===== config.mk =====
export PLATFORM = sky130hd
export DESIGN_NAME = ifid_skid_stage
export DESIGN_NICKNAME = d
export VERILOG_FILES = /design/src/rtl/cpu_types_pkg.sv /design/src/rtl/ifid_skid_stage_pipe_slot.sv /design/src/rtl/ifid_skid_stage.sv
export SDC_FILE = /design/constraint.sdc
export NUM_CORES = 1
export LEC_CHECK = 0
export BUFFER_PORTS_ARGS = -buffer_cell sky130_fd_sc_hd__buf_2
export CAP_MARGIN = 20
export CORE_UTILIZATION = 40
export DETAILED_ROUTE_END_ITERATION = 12
export GPL_ROUTABILITY_DRIVEN = 0
export HOLD_SLACK_MARGIN = 0.03
export PLACE_DENSITY = 0.64
export SYNTH_ARGS = -nofsm -noshare
export SYNTH_HDL_FRONTEND = slang
export SYNTH_SLANG_ARGS = --single-unit

===== constraint.sdc =====
create_clock -name CLK -period 6.8 [get_ports CLK]
set_input_delay 0.68 -clock CLK [delete_from_list [all_inputs] [get_ports CLK]]
set_output_delay 0.68 -clock CLK [all_outputs]
set_load 0.03 [all_outputs]

===== src/rtl/cpu_types_pkg.sv =====
`default_nettype none
// +----------------------------------------------------------------------+
// | Module      : cpu_types_pkg                                          |
// | Description : Shared CPU pipeline types: machine word, skid-stage    |
// |               occupancy states and the NOP encoding used as bubble.  |
// | Revision    : 1.0 - elastic IF/ID stage types                        |
// +----------------------------------------------------------------------+
package cpu_types_pkg;

    typedef logic [31:0] word_t;

    // Occupancy of the IF/ID skid stage, encoded directly from the valid
    // bits as {skid_valid, main_valid}.
    typedef enum logic [1:0] {
        EMPTY = 2'b00,
        HALF  = 2'b01,
        FULL  = 2'b11
    } skid_state_t;

    // All-zero word decodes as sll $0,$0,0, a harmless NOP.
    localparam word_t NOP_INSTR = 32'h0000_0000;

endpackage
`default_nettype wire


===== src/rtl/ifid_skid_stage_pipe_slot.sv =====
`default_nettype none
// +----------------------------------------------------------------------+
// | Module      : pipe_slot                                              |
// | Description : One pipeline holding slot: a valid bit plus a data     |
// |               register with load enable and clear.                   |
// | Revision    : 1.0 - initial                                          |
// +----------------------------------------------------------------------+
module pipe_slot #(
    parameter int W = 64
) (
    input  logic         CLK,
    input  logic         nRST,
    input  logic         i_load,
    input  logic         i_clear,
    input  logic [W-1:0] i_data,
    output logic         o_valid,
    output logic [W-1:0] o_data
);

    logic         r_valid;
    logic [W-1:0] r_data;

    // Valid bit: clear wins over load so a flush always empties the slot.
    always_ff @(posedge CLK or negedge nRST) begin
        if (!nRST) begin
            r_valid <= 1'b0;
        end else if (i_clear) begin
            r_valid <= 1'b0;
        end else if (i_load) begin
            r_valid <= 1'b1;
        end
    end

    // Payload is never reset; it is only observed while r_valid is set.
    always_ff @(posedge CLK) begin
        if (i_load && !i_clear) begin
            r_data <= i_data;
        end
    end

    assign o_valid = r_valid;
    assign o_data  = r_data;

endmodule
`default_nettype wire


===== src/rtl/ifid_skid_stage.sv =====
`default_nettype none
// +----------------------------------------------------------------------+
// | Module      : ifid_skid_stage                                        |
// | Description : Elastic IF/ID pipeline register. A main slot drives    |
// |               decode, a skid slot absorbs the word in flight when    |
// |               decode stalls, so in_ready can be a pure flop output.  |
// | Revision    : 1.0 - replaces the fixed enable-based IF/ID latch      |
// +----------------------------------------------------------------------+
module ifid_skid_stage
    import cpu_types_pkg::*;
#(
    parameter int            IW     = 32,
    parameter int            AW     = 32,
    parameter logic [IW-1:0] BUBBLE = IW'(NOP_INSTR)
) (
    input  logic          CLK,
    input  logic          nRST,
    input  logic          in_valid,
    output logic          in_ready,
    input  logic [IW-1:0] in_instr,
    input  logic [AW-1:0] in_npc,
    input  logic          flush,
    output logic          out_valid,
    input  logic          out_ready,
    output logic [IW-1:0] out_instr,
    output logic [AW-1:0] out_npc,
    output logic [1:0]    occupancy
);

    localparam int c_DW = IW + AW;

    logic            w_main_valid;
    logic            w_skid_valid;
    logic [c_DW-1:0] w_main_q;
    logic [c_DW-1:0] w_skid_q;
    logic [c_DW-1:0] w_main_d;
    logic [c_DW-1:0] w_in_word;

    logic            w_accept;
    logic            w_consume;
    logic            w_main_load;
    logic            w_main_clear;
    logic            w_main_from_skid;
    logic            w_skid_load;
    logic            w_skid_clear;
    skid_state_t     w_state;

    assign w_in_word = {in_instr, in_npc};
    assign w_accept  = in_valid & in_ready;
    assign w_consume = w_main_valid & out_ready;

    // Decode the current state from the two slot valid bits.
    always_comb begin
        w_state = EMPTY;
        case ({w_skid_valid, w_main_valid})
            2'b01:   w_state = HALF;
            2'b11:   w_state = FULL;
            default: w_state = EMPTY;
        endcase
    end

    // Next-state control: decides which slot loads, clears or shifts.
    always_comb begin
        w_main_load      = 1'b0;
        w_main_clear     = 1'b0;
        w_main_from_skid = 1'b0;
        w_skid_load      = 1'b0;
        w_skid_clear     = 1'b0;

        if (flush) begin
            // Squash everything; a same-cycle accept is dropped.
            w_main_clear = 1'b1;
            w_skid_clear = 1'b1;
        end else begin
            case (w_state)
                EMPTY: begin
                    // Skid cannot be live without main; clearing it here
                    // also recovers from the unreachable {1,0} encoding.
                    w_skid_clear = 1'b1;
                    if (w_accept) begin
                        w_main_load = 1'b1;
                    end
                end
                HALF: begin
                    if (w_accept && w_consume) begin
                        w_main_load = 1'b1;
                    end else if (w_accept) begin
                        w_skid_load = 1'b1;
                    end else if (w_consume) begin
                        w_main_clear = 1'b1;
                    end
                end
                FULL: begin
                    // in_ready is low here, so only the shift can occur.
                    if (w_consume) begin
                        w_main_load      = 1'b1;
                        w_main_from_skid = 1'b1;
                        w_skid_clear     = 1'b1;
                    end
                end
                default: begin
                    w_main_clear = 1'b1;
                    w_skid_clear = 1'b1;
                end
            endcase
        end
    end

    assign w_main_d = w_main_from_skid ? w_skid_q : w_in_word;

    pipe_slot #(
        .W (c_DW)
    ) u_main_slot (
        .CLK     (CLK),
        .nRST    (nRST),
        .i_load  (w_main_load),
        .i_clear (w_main_clear),
        .i_data  (w_main_d),
        .o_valid (w_main_valid),
        .o_data  (w_main_q)
    );

    pipe_slot #(
        .W (c_DW)
    ) u_skid_slot (
        .CLK     (CLK),
        .nRST    (nRST),
        .i_load  (w_skid_load),
        .i_clear (w_skid_clear),
        .i_data  (w_in_word),
        .o_valid (w_skid_valid),
        .o_data  (w_skid_q)
    );

    // in_ready is a flop output: the stage can take a word whenever the
    // skid slot is free, which keeps decode stalls off the fetch path.
    assign in_ready  = ~w_skid_valid;
    assign out_valid = w_main_valid;
    assign out_instr = w_main_valid ? w_main_q[c_DW-1:AW] : BUBBLE;
    assign out_npc   = w_main_valid ? w_main_q[AW-1:0]    : '0;
    assign occupancy = {1'b0, w_main_valid} + {1'b0, w_skid_valid};

endmodule
`default_nettype wire


==> impl_metrics.ini <==
[timing]
tns_ps = 0
final.setup.worst_slack_ps = 3681
finClkSkew_ps = 4.644
slew_viol_final = 0
whs_ps = 53.09
final.period_utilization = 0.4586
max_freq_mhz = 320.6
setup_violations = 0
fin_crit_ps = 3119
hold_violations = 0
relSlewSlack = 0.3626
worstMarginPinSlew_ps = 956.1
rsz0062_at_grt = no

[final_layout]
finalNetCount = 513
insertedDiodeCount = 0
drive_gt1_frac = 0.5264
postLayoutCellArea_sq_um = 6903
syn_to_final_growth_pct = 24.48
final_util = 0.5151
fillers = 1155

[yosys]
syn_avg_cell_area_sq_um = 18.73
synth_common_cells = edfxtp_1 (128), and2_1 (64), mux2_4 (60)
ys_seq_area_frac = 0.7022
netlist_instances = 296
synth_cell_types = 23
yosysMostFrequentCell = edfxtp_1
synth_top_area_share = 0.6931
synth_warnings = 0
synth_edf_count = 128
synth_area_leaders = edfxtp_1 (69%), mux2_4 (16%), and2_1 (7.2%)
synth_nets = 368
synth_seq_cells = 130
synth_area_sq_um = 5545
ys.flop_type = edfxtp_1
yosysTopAreaCell = edfxtp_1
synthArstFlopShare = 0.01538

[clocking]
cts_resized = 0
clk_pin_slew_ps = 60
cts-htree-levels = 4
post_cts_buffers = 0
cts_buffer_depth = 2
clock_latency_ps = 400
cts_hold_buf = 0
cts.sinks = 130
cts_inserted_buffers = 17
cts_tree = yes
cts-root-buf = clkbuf_16

[global_routing]
antenna_found_initial = 0
gr-usage-all-layers = 0.1395
grt_max_degree = 73
gr-total-overflow = 0
grt_pass1_vias = 2987
grt_pass1_wl_um = 14900

[worst_setup_path]
worstSetupStartpointType = register
crit_path_end_kind = register
crit_required_ps = 6820
critPathArrivalTime_ps = 3140
crit_path_max_fanout = 72
worst-setup-path-type = reg -> reg

[detailed_routing]
routedWlPerCell_um = 15.28
vias_per_cell = 4.622
drtPass1Iterations = 4
drtIter0Drc = 133
finalWirelength_um = 9627
drc_errors = 0
ant_nets = 0
vias = 2912

[die]
initial_core_util = 0.4138
die_area_sq_um = 14340
io_pins = 137
die_h_um = 119.7
rows = 42
core-area_sq_um = 13400
die_w_um = 119.7

[placement]
pre_cts_slack_ps = 3634
dp_hpwl_um = 6037
placed_area_sq_um = 6330
portBuffers = 136

[flow_run]
drv_cap = 0

[status]
status = completed

[power]
pwr-share-comb = 0.109
p_leak_nw = 2.955
sw_frac_of_total = 0.2431
sequentialPowerShare = 0.476
power_switching_mw = 0.4830
pwr-share-clk = 0.415
p_per_area_nw_per_um2 = 287.9
p_int_mw = 1.504
ir_worst_vdd_uv = 117.0

[min_path]
hp-class = in -> async
[final timing paths]
path / start / to / slack, ps / cells after the start
worst max register to register: u_main_slot.o_valid / u_main_slot.o_data[32] / 3680 / 5
max in group asynchronous: nRST / u_main_slot.o_valid / 6640 / 1
worst min-delay path: nRST / u_skid_slot.o_valid / 50 / 1
min in group CLK: in_instr[28] / u_skid_slot.o_data[60] / 470 / 1
worst max-delay path: u_main_slot.o_valid / u_main_slot.o_data[32] / 3680 / 5
worst min register to register: u_skid_slot.o_data[38] / u_main_slot.o_data[38] / 540 / 1
[per-layer routing]
layer  wire length [um]  GRT usage  vias up
li1                   -          -     1392
met1               4073     0.1608     1395
met2               4779     0.2359      111
met3                587    0.04230       14
met4                187    0.06797        0
met5                  0          0        -
[cell usage in the layout (no fill, tap or decap), types with 2 or more instances in the layout]
cell        synthesis  final
buf_2               1    136
edfxtp_1          128    128
and2_1             64     64
mux2_4             60     60
clkbuf_16           0     17
clkinv_2            0      6
mux2_2              4      4
clkinvlp_4          0      4
nand3_1             3      3
inv_1               3      3
ha_1                3      3
clkinv_4            0      3
buf_4               0      3
or3_1               2      2
nand2_1             2      2
[stage by stage]
step	total power, mW	std cells
2_1_floorplan	1.105	296
3_3_place_gp	1.176	597
3_5_place_dp	1.182	597
4_1_cts	2.011	629
5_1_grt	2.062	630
6_report	1.987	630
[cell families (layout without fill, tap and decap cells)]
kind of cell	count (synthesis)	after routing	share of synthesized area
AOI/OAI and AO/OA	5	5	0.005415
muxes	64	64	0.1706
buffers and inverters	17	175	0.03069
and+or+nand+nor	77	77	0.08439
adders and majority gates	3	3	0.006770
DFF	130	130	0.7022
[power by group through the flow]
| stage | clock network, mW | logic (mW) | registers (mW) |
|---|---|---|---|
| final | 0.824 | 0.217 | 0.946 |
| after global routing | 0.879 | 0.232 | 0.951 |
| after CTS | 0.845 | 0.220 | 0.947 |
| after detailed placement | 0 | 0.219 | 0.963 |
| after global placement | 0 | 0.215 | 0.961 |
| after floorplan | 0 | 0.151 | 0.954 |
[sequential cells by signal, summed over array words and instances, names as in the netlist]
register and flops:
u_skid_slot.o_data 64, u_main_slot.o_valid 1, u_skid_slot.o_valid 1, u_main_slot.o_data 64
[worst max-delay path, stage by stage, from the launching register on]
cell     delay [ps]
dfrtp_2         990
ha_1            380
nand3_1         120
or3_1           410
a21oi_4         150
buf_4           660
[layout make-up]
| cell class | count | area (sq um) | share of cell area |
|---|---|---|---|
| timing repair buffer | 140 | 730.7 | 0.1059 |
| tap | 176 | 220.2 | 0.03190 |
| clock inverter | 15 | 120.1 | 0.01740 |
| sequential | 130 | 3895 | 0.5643 |
| inverter | 3 | 11.26 | 0.001631 |
| clock buffer | 17 | 425.4 | 0.06163 |
| multi-input combinational | 149 | 1500 | 0.2173 |
Note: power is estimated with default switching activity, not from simulation.
